`src/rtl/scan_mux_n_if.sv`:
```
// scan_mux_n_if -- signal bundle for the registered N-channel selector.
//
// Carries the channel data, the addressing/mode controls and the registered
// results. Clock and reset stay outside the bundle as plain ports.
//
//   I      W*NUM  channel data, channel k on bits [k*W +: W]
//   SEL    SEL_W  channel address used in direct mode
//   CE_N   1      enable, active-low
//   SCAN   1      1 = scan mode, 0 = direct mode
//   STEP   1      advance request, scan mode only
//   Q      W      registered selected data
//   Q_N    W      bitwise complement of Q
//   CH     SEL_W  channel index that produced Q
//   VALID  1      Q was freshly captured on the last edge
//   WRAP   1      last capture was channel NUM-1 in scan mode
//
// master: the side that drives data/controls; slave: the selector itself.
interface scan_mux_n_if #(
    parameter int W     = 1,
    parameter int SEL_W = 3,
    parameter int NUM   = 8
) ();
    logic [W*NUM-1:0] I;
    logic [SEL_W-1:0] SEL;
    logic             CE_N;
    logic             SCAN;
    logic             STEP;
    logic [W-1:0]     Q;
    logic [W-1:0]     Q_N;
    logic [SEL_W-1:0] CH;
    logic             VALID;
    logic             WRAP;

    modport master (
        output I, SEL, CE_N, SCAN, STEP,
        input  Q, Q_N, CH, VALID, WRAP
    );

    modport slave (
        input  I, SEL, CE_N, SCAN, STEP,
        output Q, Q_N, CH, VALID, WRAP
    );
endinterface

```
`src/rtl/scan_mux_n.sv`:
```
// scan_mux_n -- parametrised, registered N-channel, W-bit selector.
//
// Direct mode picks the channel addressed by SEL; scan mode walks an internal
// pointer round-robin through channels 0..NUM-1, one channel per STEP. The
// result is registered together with a valid strobe, the channel tag and a
// one-cycle wrap pulse marking the capture of the last channel.
//
// Ports:
//   CLK    rising-edge clock for all state
//   CLR_N  asynchronous active-low reset (clears outputs and scan pointer)
//   bus    scan_mux_n_if.slave: I, SEL, CE_N, SCAN, STEP in;
//          Q, Q_N, CH, VALID, WRAP out
//
// Parameters: W data width, SEL_W select/pointer width,
//             NUM active channels (2 <= NUM <= 2**SEL_W).
module scan_mux_n #(
    parameter int W     = 1,
    parameter int SEL_W = 3,
    parameter int NUM   = 8
) (
    input  logic         CLK,
    input  logic         CLR_N,
    scan_mux_n_if.slave  bus
);

    localparam logic [SEL_W-1:0] LAST  = SEL_W'(NUM - 1);
    // One extra bit so the range check still works when NUM == 2**SEL_W.
    localparam logic [SEL_W:0]   NUM_X = (SEL_W + 1)'(NUM);

    logic [W-1:0]     q_q, q_d;
    logic [SEL_W-1:0] ch_q, ch_d;
    logic [SEL_W-1:0] ptr_q, ptr_d;
    logic             vld_q, vld_d;
    logic             wrap_q, wrap_d;

    // Channel mux written as a compare loop so an address past NUM-1 never
    // produces an out-of-range part-select; it simply yields zero.
    function automatic logic [W-1:0] pick(input logic [W*NUM-1:0] d,
                                          input logic [SEL_W-1:0] s);
        logic [W-1:0] r;
        r = '0;
        for (int k = 0; k < NUM; k++) begin
            if (s == SEL_W'(k)) r = d[k*W +: W];
        end
        return r;
    endfunction

    always_comb begin
        q_d    = q_q;
        ch_d   = ch_q;
        ptr_d  = ptr_q;
        vld_d  = 1'b0;
        wrap_d = 1'b0;

        if (bus.CE_N) begin
            // Disabled: output forced low, tag and scan position preserved.
            q_d = '0;
        end else if (!bus.SCAN) begin
            // Direct capture; pointer cleared so a later scan starts at 0.
            ch_d  = bus.SEL;
            ptr_d = '0;
            if ({1'b0, bus.SEL} < NUM_X) begin
                q_d   = pick(bus.I, bus.SEL);
                vld_d = 1'b1;
            end else begin
                q_d = '0;
            end
        end else if (bus.STEP) begin
            q_d   = pick(bus.I, ptr_q);
            ch_d  = ptr_q;
            vld_d = 1'b1;
            if (ptr_q == LAST) begin
                ptr_d  = '0;
                wrap_d = 1'b1;
            end else begin
                ptr_d = ptr_q + 1'b1;
            end
        end
        // Scan with STEP low: data, tag and pointer hold; strobes drop.
    end

    always_ff @(posedge CLK or negedge CLR_N) begin
        if (!CLR_N) begin
            q_q    <= '0;
            ch_q   <= '0;
            ptr_q  <= '0;
            vld_q  <= 1'b0;
            wrap_q <= 1'b0;
        end else begin
            q_q    <= q_d;
            ch_q   <= ch_d;
            ptr_q  <= ptr_d;
            vld_q  <= vld_d;
            wrap_q <= wrap_d;
        end
    end

    assign bus.Q     = q_q;
    assign bus.Q_N   = ~q_q;
    assign bus.CH    = ch_q;
    assign bus.VALID = vld_q;
    assign bus.WRAP  = wrap_q;

endmodule
```
`src/flat_wrapper.sv`:
```
// flat-port wrapper written by rule: the top's interface ports become plain ports
module scan_mux_n_flat 
#(
    parameter int W     = 1,
    parameter int SEL_W = 3,
    parameter int NUM   = 8
)
  (CLK, CLR_N, bus_I, bus_SEL, bus_CE_N, bus_SCAN, bus_STEP, bus_Q, bus_Q_N, bus_CH, bus_VALID, bus_WRAP);
  scan_mux_n_if #(.W(W), .SEL_W(SEL_W), .NUM(NUM)) bus_i ();
  input  logic CLK;
  input  logic CLR_N;
  input wire logic [$bits(bus_i.I)-1:0] bus_I;
  input wire logic [$bits(bus_i.SEL)-1:0] bus_SEL;
  input wire logic [$bits(bus_i.CE_N)-1:0] bus_CE_N;
  input wire logic [$bits(bus_i.SCAN)-1:0] bus_SCAN;
  input wire logic [$bits(bus_i.STEP)-1:0] bus_STEP;
  output wire logic [$bits(bus_i.Q)-1:0] bus_Q;
  output wire logic [$bits(bus_i.Q_N)-1:0] bus_Q_N;
  output wire logic [$bits(bus_i.CH)-1:0] bus_CH;
  output wire logic [$bits(bus_i.VALID)-1:0] bus_VALID;
  output wire logic [$bits(bus_i.WRAP)-1:0] bus_WRAP;
  assign bus_i.I = bus_I;
  assign bus_i.SEL = bus_SEL;
  assign bus_i.CE_N = bus_CE_N;
  assign bus_i.SCAN = bus_SCAN;
  assign bus_i.STEP = bus_STEP;
  assign bus_Q = bus_i.Q;
  assign bus_Q_N = bus_i.Q_N;
  assign bus_CH = bus_i.CH;
  assign bus_VALID = bus_i.VALID;
  assign bus_WRAP = bus_i.WRAP;
  scan_mux_n #(.W(W), .SEL_W(SEL_W), .NUM(NUM)) u_core (.CLK(CLK), .CLR_N(CLR_N), .bus(bus_i));
endmodule
```
`config.mk`:
```
export PLATFORM = sky130hd
export DESIGN_NAME = scan_mux_n_flat
export DESIGN_NICKNAME = d
export VERILOG_FILES = /design/src/rtl/scan_mux_n_if.sv /design/src/rtl/scan_mux_n.sv /design/src/flat_wrapper.sv
export SDC_FILE = /design/constraint.sdc
export NUM_CORES = 1
export LEC_CHECK = 0
export CAP_MARGIN = 25
export CELL_PAD_IN_SITES_DETAIL_PLACEMENT = 1
export CELL_PAD_IN_SITES_GLOBAL_PLACEMENT = 2
export CORE_MARGIN = 3
export CORE_UTILIZATION = 27
export CTS_BUF_LIST = sky130_fd_sc_hd__clkbuf_4
export DETAILED_ROUTE_END_ITERATION = 8
export GPL_ROUTABILITY_DRIVEN = 1
export PLACE_DENSITY = 0.78
export SYNTH_ARGS = -nofsm -noshare
export SYNTH_HDL_FRONTEND = slang
export SYNTH_SLANG_ARGS = --single-unit
```
`constraint.sdc`:
```
create_clock -name CLK -period 1.8 [get_ports CLK]
set_clock_uncertainty 0.05 [all_clocks]
set_input_delay 0.27 -clock CLK [delete_from_list [all_inputs] [get_ports CLK]]
set_output_delay 0.27 -clock CLK [all_outputs]
set_load 0.01 [all_outputs]
```
==> impl_results.md, run 1 <==
- Vias in the first global route: 684
- Drt first pass iters: 4
- H-tree Lvls: 1
- F_max: 0.574 GHz
- Area occupied by multi-input gates: 453 um^2
- Buffers on Ports: 22
- Post-synth cell types: 23
- P_leak: 0.448 nW
- Critical path startpoint category: register
- DR DRC count: 0
- GP Congestion: 0.755
- CP endpoint kind: register
- Actual slew at the worst max-slew pin: 0.425 ns
- Largest family of logic cells by synthesized area: compound AO/OA/AOI/OAI gates
- Worst rel slew slack: 71.6%
- RR Startpoint: u_core.ptr_q[0]
- Synth Area in Simple Gates: 15.3%
- Clk sink count: 9
- Crit path DAT: 1.84 ns
- Syn Nets: 84
- Chip Height: 54.7 um
- Initial core utilization: 30.4%
- First-pass GRT wire length: 3.28 mm
- Antenna violations before repair: 0
- Post-synthesis xor/xnor area fraction: 0%
- #FFs+latches synth: 9
- Syn. warnings: 0
- Run status: finished clean
- Vias: 639
- Fin area: 0.00109 mm^2
- Cell Area, Synth: 639 um^2
- Area delta synth->final: 70.1%
- Max Slew Vio Count: 0
- Max FO, Critical Path: 5
- Layout cells sized above 1: 33.0%
- Worst vdd ir: 0.536 mV
- CTS Buffer Depth: 2
- Synth top area share: 35.2%
- Average size of a mapped cell: 10.3 um^2
- Grt ovf: 0
- Die Span X: 54.7 um
- Synth Area in Compound Gates: 21.7%
- Wire per inst: 16.9 um
- Clock root cell: clkbuf_4
- RSZ-0062 raised after global routing: yes
- Fin crit period: 1.74 ns
- Reg area: 228 um^2
- Clock latency on the worst-skew pair: 0.26 ns
- PwrDens: 685 mW/mm^2
- Layout fillers: 246
- Maxcap violations: 0
- Mux cell area share after synthesis: 11.7%
- Top Ports: 23
- R2r setup slk: 0.06 ns
- Overall routing resource usage: 15.5%
- Setup TNS after final layout: 0 ns
- Area leader, netlist: dfrtp_1
- Placed standard-cell area: 956 um^2
- Total die area: 0.00299 mm^2
- Reg2Reg Capture Point: u_core.bus.Q
- Post-synthesis sequential area ratio: 35.2%
- Hold Vio Cnt, Final: 0
- ANT cells: 0
- Post-synthesis adder-cell area fraction: 11.7%
- Nets: 123
- Cells on worst reg2reg path: 5
- WS Path Type: register to register
- Row count: 16
- CTS buffer count: 3
- Largest net degree at the start of global routing: 10
- CTS tree: yes
- Core ar.: 0.00210 mm^2
- Starting DRT DRC Count: 10
- Cell count after synthesis: 62
- Final wirelength: 2.15 mm
- Required time worst endpoint: 1.90 ns
- Setup-failing EPs final: 0
- Clock slew at reported path FFs: 0.06 ns
- Hold Path Class: input pin to async pin
- Antenna-violating nets left: 0
- Area contributors post-synth: dfrtp_1 (35%), ha_1 (12%), mux4_2 (7.0%)
- DP HPWL: 1.64 mm
- Period utilization: 96.9%
- Vias per cell: 5.03
## flip-flops by register name, summed over array words and instances (netlist names)
signal	flops
u_core.bus.CH	3
u_core.bus.Q	1
u_core.bus.VALID	1
u_core.bus.WRAP	1
u_core.ptr_q	3
## cells in the final DEF (no fill, tap or decap), drive strengths merged
| cell | n |
|---|---|
| o2111ai | 1 |
| nor2b | 4 |
| and4bb | 1 |
| mux4 | 2 |
| buf | 13 |
| clkbuf | 4 |
| ha | 6 |
| inv | 6 |
| a32o | 1 |
| nand2b | 1 |
| a2111oi | 2 |
| o21ai | 2 |
| nor2 | 4 |
| a22o | 2 |
| dfrtp | 9 |
| a211oi | 2 |
| mux2i | 3 |
| clkdlybuf4s50 | 22 |
| nand2 | 2 |
| o22ai | 2 |
| and3 | 1 |
| a21oi | 6 |
| nand3 | 2 |
| nand3b | 2 |
## through the flow
stage          setup slack [ns]  power (W)  util (%)  hold slack [ns]  std cells
3_3_place_gp             -0.125   0.000504      45.5            0.467        119
5_1_grt                 -0.0205   0.000804      51.7            0.278        127
2_1_floorplan             0.109   0.000368         -          -0.0756         62
3_5_place_dp             -0.153   0.000511      45.5            0.483        119
4_1_cts                 0.00171   0.000724      49.3            0.269        127
6_report                 0.0567   0.000745      51.7            0.265        127
## cell type report
type                       instances  share of cell area [%]
timing repair buffer              35                    29.2
sequential                         9                    20.9
multi-input combinational         46                    41.7
inverter                           6                    2.30
clock buffer                       4                    2.76
tap                               27                    3.11
## Yosys cell counts
library cell  n
a21oi_1       6
and4bb_1      1
nand3_1       2
a211oi_2      1
nor2b_1       4
a32o_1        1
o2111ai_1     1
buf_2         1
o22ai_1       2
o21ai_0       2
inv_1         6
nand3b_1      2
a22o_1        2
nand2_1       2
ha_1          6
nand2b_1      1
mux4_2        2
dfrtp_1       9
mux2i_1       3
a211oi_1      1
nor2_1        4
and3_1        1
a2111oi_2     2
## power by group
part	internal, W	leakage [nW]	total [W]	switching, W
clock network	0.000100	0.0184	0.000169	0.0000690
logic	0.000190	0.318	0.000328	0.000138
registers	0.000226	0.111	0.000247	0.0000213
total	0.000516	0.448	0.000745	0.000229
## per-layer routing
metal	routed length, um	up-vias	GRT usage [%]
met5	0	-	0
met4	0	0	0
met3	83	0	4.09
met2	1140	10	27.6
met1	927	322	19.7
li1	-	307	-
## repair_timing
action / in CTS / in global routing
pin swaps: 3 / 5
hold buffers: 0 / 0
gates resized for setup: 5 / 11
buffers inserted: 4 / 0
endpoints found under the setup margin: 1 / 1
## how the worst max path moves through the flow
| stage | end | startpoint | slack (ns) |
|---|---|---|---|
| 6_report | u_core.bus.Q | u_core.ptr_q[0] | 0.06 |
| 2_1_floorplan | u_core.bus.Q | u_core.ptr_q[1] | 0.11 |
| 3_5_place_dp | u_core.bus.Q | bus_SEL[0] | -0.15 |
| 4_1_cts | u_core.bus.Q | u_core.ptr_q[1] | 0.002 |
| 5_1_grt | u_core.bus.Q | u_core.ptr_q[0] | -0.02 |
| 3_3_place_gp | u_core.bus.Q | bus_SEL[0] | -0.13 |
## cell families (layout without fill, tap and decap cells)
logic type	count (synthesis)	count (layout)
buffers and inverters	7	45
and+or+nand+nor	17	17
adders and majority gates	6	6
AOI/OAI and AO/OA	18	18
DFF	9	9
muxes	5	5
## critical path, stage by stage (launching register included)
cell       delay, ns
dfrtp_2         0.46
ha_4            0.19
nand3b_1        0.20
a2111oi_4       0.34
a211oi_2        0.10
a2111oi_2       0.30
Power figures use the tool's default switching activity.
==> run 2: changes to the inputs <==
--- a/config.mk
+++ b/config.mk
@@ -6,14 +6,12 @@
 export NUM_CORES = 1
 export LEC_CHECK = 0
 export CAP_MARGIN = 25
-export CELL_PAD_IN_SITES_DETAIL_PLACEMENT = 1
-export CELL_PAD_IN_SITES_GLOBAL_PLACEMENT = 2
 export CORE_MARGIN = 3
-export CORE_UTILIZATION = 27
+export CORE_UTILIZATION = 33
 export CTS_BUF_LIST = sky130_fd_sc_hd__clkbuf_4
 export DETAILED_ROUTE_END_ITERATION = 8
 export GPL_ROUTABILITY_DRIVEN = 1
-export PLACE_DENSITY = 0.78
+export PLACE_DENSITY = 0.6
 export SYNTH_ARGS = -nofsm -noshare
 export SYNTH_HDL_FRONTEND = slang
 export SYNTH_SLANG_ARGS = --single-unit
==> impl_results.md, run 2 (synthesis results as in run 1) <==
- Worst setup margin: 0.0372 ns (-0.0195 ns)
- PwrDens: 701 mW/mm^2 (+2.3%)
- DR DRC count: 0 (unchanged)
- Fin crit period: 1.76 ns (+0.0195 ns)
- Drt first pass iters: 4 (unchanged)
- Max FO, Critical Path: 4 (-1)
- F_max: 0.567 GHz (-1.1%)
- Run status: finished clean
- Antenna-violating nets left: 0 (unchanged)
- Die Span X: 50.0 um (-8.5%)
- Crit path DAT: 1.88 ns (+0.04 ns)
- Top Ports: 23 (unchanged)
- Reg area: 226 um^2 (-0.55%)
- Layout cells sized above 1: 31.6% (-1.4 points)
- Final cell count without fillers: 123 (-3.1%)
- Actual slew at the worst max-slew pin: 0.450 ns (+0.0250 ns)
- CTS Buffer Depth: 2 (unchanged)
- Fin area: 0.00107 mm^2 (-1.6%)
- Placed Cells: 117 (-1.7%)
- Core ar.: 0.00178 mm^2 (-15%)
- Nets: 121 (-1.6%)
- RSZ-0062 raised after global routing: yes
- CP endpoint kind: register
- Vias in the first global route: 594 (-13%)
- Area occupied by multi-input gates: 457 um^2 (+0.83%)
- Wire per inst: 15.8 um (-6.5%)
- Final wirelength: 1.94 mm (-9.5%)
- Clock slew at reported path FFs: 0.07 ns (about the same)
- Power Total: 0.000750 W (+0.67%)
- CTS tree: yes
- Period utilization: 97.9% (+1.1 points)
- ANT cells: 0 (unchanged)
- Grt ovf: 0 (unchanged)
- CTS buffer count: 3 (unchanged)
- Layout fillers: 146 (-41%)
- Hold Path Class: input pin to async pin
- Largest net degree at the start of global routing: 11 (+1)
- Worst vdd ir: 0.410 mV (-24%)
- Initial core utilization: 35.9% (+5.4 points)
- Most frequent cells in the layout: clkdlybuf4s50_1 (22), buf_4 (11), dfrtp_1 (8), a21oi_1 (6)
- Vias: 631 (-1.3%)
- H-tree Lvls: 1 (unchanged)
- Row count: 15 (-1)
- Setup-failing EPs final: 0 (unchanged)
- Clk sink count: 9 (unchanged)
- Starting DRT DRC Count: 40 (+30)
- P_leak: 0.433 nW (-3.2%)
- Clock root cell: clkbuf_4
- Overall routing resource usage: 16.6% (+1.1 points)
- Total die area: 0.00250 mm^2 (-16%)
- R2r setup slk: 0.04 ns (-0.02 ns)
- Vias per cell: 5.13 (+2.0%)
- Worst rel slew slack: 69.9% (-1.7 points)
- DP HPWL: 1.42 mm (-13%)
- GP Congestion: 0.757 (+0.23%)
- Maxcap violations: 0 (unchanged)
- Util after Layout: 60.0% (+8.3 points)
- Hold_buf cts: 0 (unchanged)
- Max Slew Vio Count: 0 (unchanged)
- WS Path Type: register to register
- Commonest non-fill, non-tap cell in the layout: clkdlybuf4s50_1
- Hold Vio Cnt, Final: 0 (unchanged)
- Antenna violations before repair: 0 (unchanged)
- Required time worst endpoint: 1.91 ns (about the same)
- Clock latency on the worst-skew pair: 0.27 ns (about the same)
- Critical path startpoint category: register
- Chip Height: 50.0 um (-8.5%)
- Buffers on Ports: 22 (unchanged)
- First-pass GRT wire length: 3.03 mm (-7.8%)
- DP Worst Slack: -0.137 ns (+0.0160 ns)
- Area delta synth->final: 67.3%
- Placed standard-cell area: 953 um^2 (-0.26%)
## run 2: routing by layer
| layer | share of wire (%) | GRT usage (%) |
|---|---|---|
| met1 | 43 | 22.5 |
| met3 | 6.0 | 3.93 |
| met5 | 0 | 0 |
| met4 | 3.0 | 9.68 |
| met2 | 48 | 23.5 |
## run 2: layout make-up
type                            instances  share of cell area [%]
Timing Repair Buffer                   33                    28.3
Tap cell                               25                    2.92
Multi-Input combinational cell         46                    42.7
Sequential cell                         9                    21.2
Clock buffer                            4                    2.81
Inverter                                6                    2.11
## run 2: path summary, 6_finish.rpt
check / to / startpoint / cells past startpoint
min in group CLK: u_core.bus.CH[2] / u_core.bus.CH[2] / 2
min reg2reg: u_core.bus.CH[2] / u_core.bus.CH[2] / 2
max reg2reg: u_core.bus.Q / u_core.ptr_q[1] / 7
max: u_core.bus.Q / u_core.ptr_q[1] / 7
max in group asynchronous: u_core.ptr_q[0] / CLR_N / 1
min: u_core.bus.WRAP / CLR_N / 1
## run 2: repair_timing
action                     CTS  global route
setup buffers                1             1
gates resized for setup      6            10
setup endpoints to repair    1             1
pin swaps                    0             5
## run 2: critical path, cell delays in order, from the launching register on
cell,delay [ns]
dfrtp_1,0.37
buf_4,0.14
buf_4,0.10
ha_2,0.20
a21oi_1,0.09
a2111oi_4,0.34
a211oi_2,0.08
a2111oi_2,0.29
## run 2: where the power goes
group / leakage (nW) / switching (W) / internal (W)
clock network: 0.0184 / 0.0000844 / 0.000101
registers: 0.113 / 0.0000183 / 0.000225
logic: 0.302 / 0.000135 / 0.000186
## run 2: through the flow
step	hold slack [ns]	TNS (ns)
after CTS	0.267	0
final	0.258	0
after global routing	0.293	-0.0511
after detailed placement	0.475	-0.137
after global placement	0.466	-0.115
after floorplan	-0.0756	0
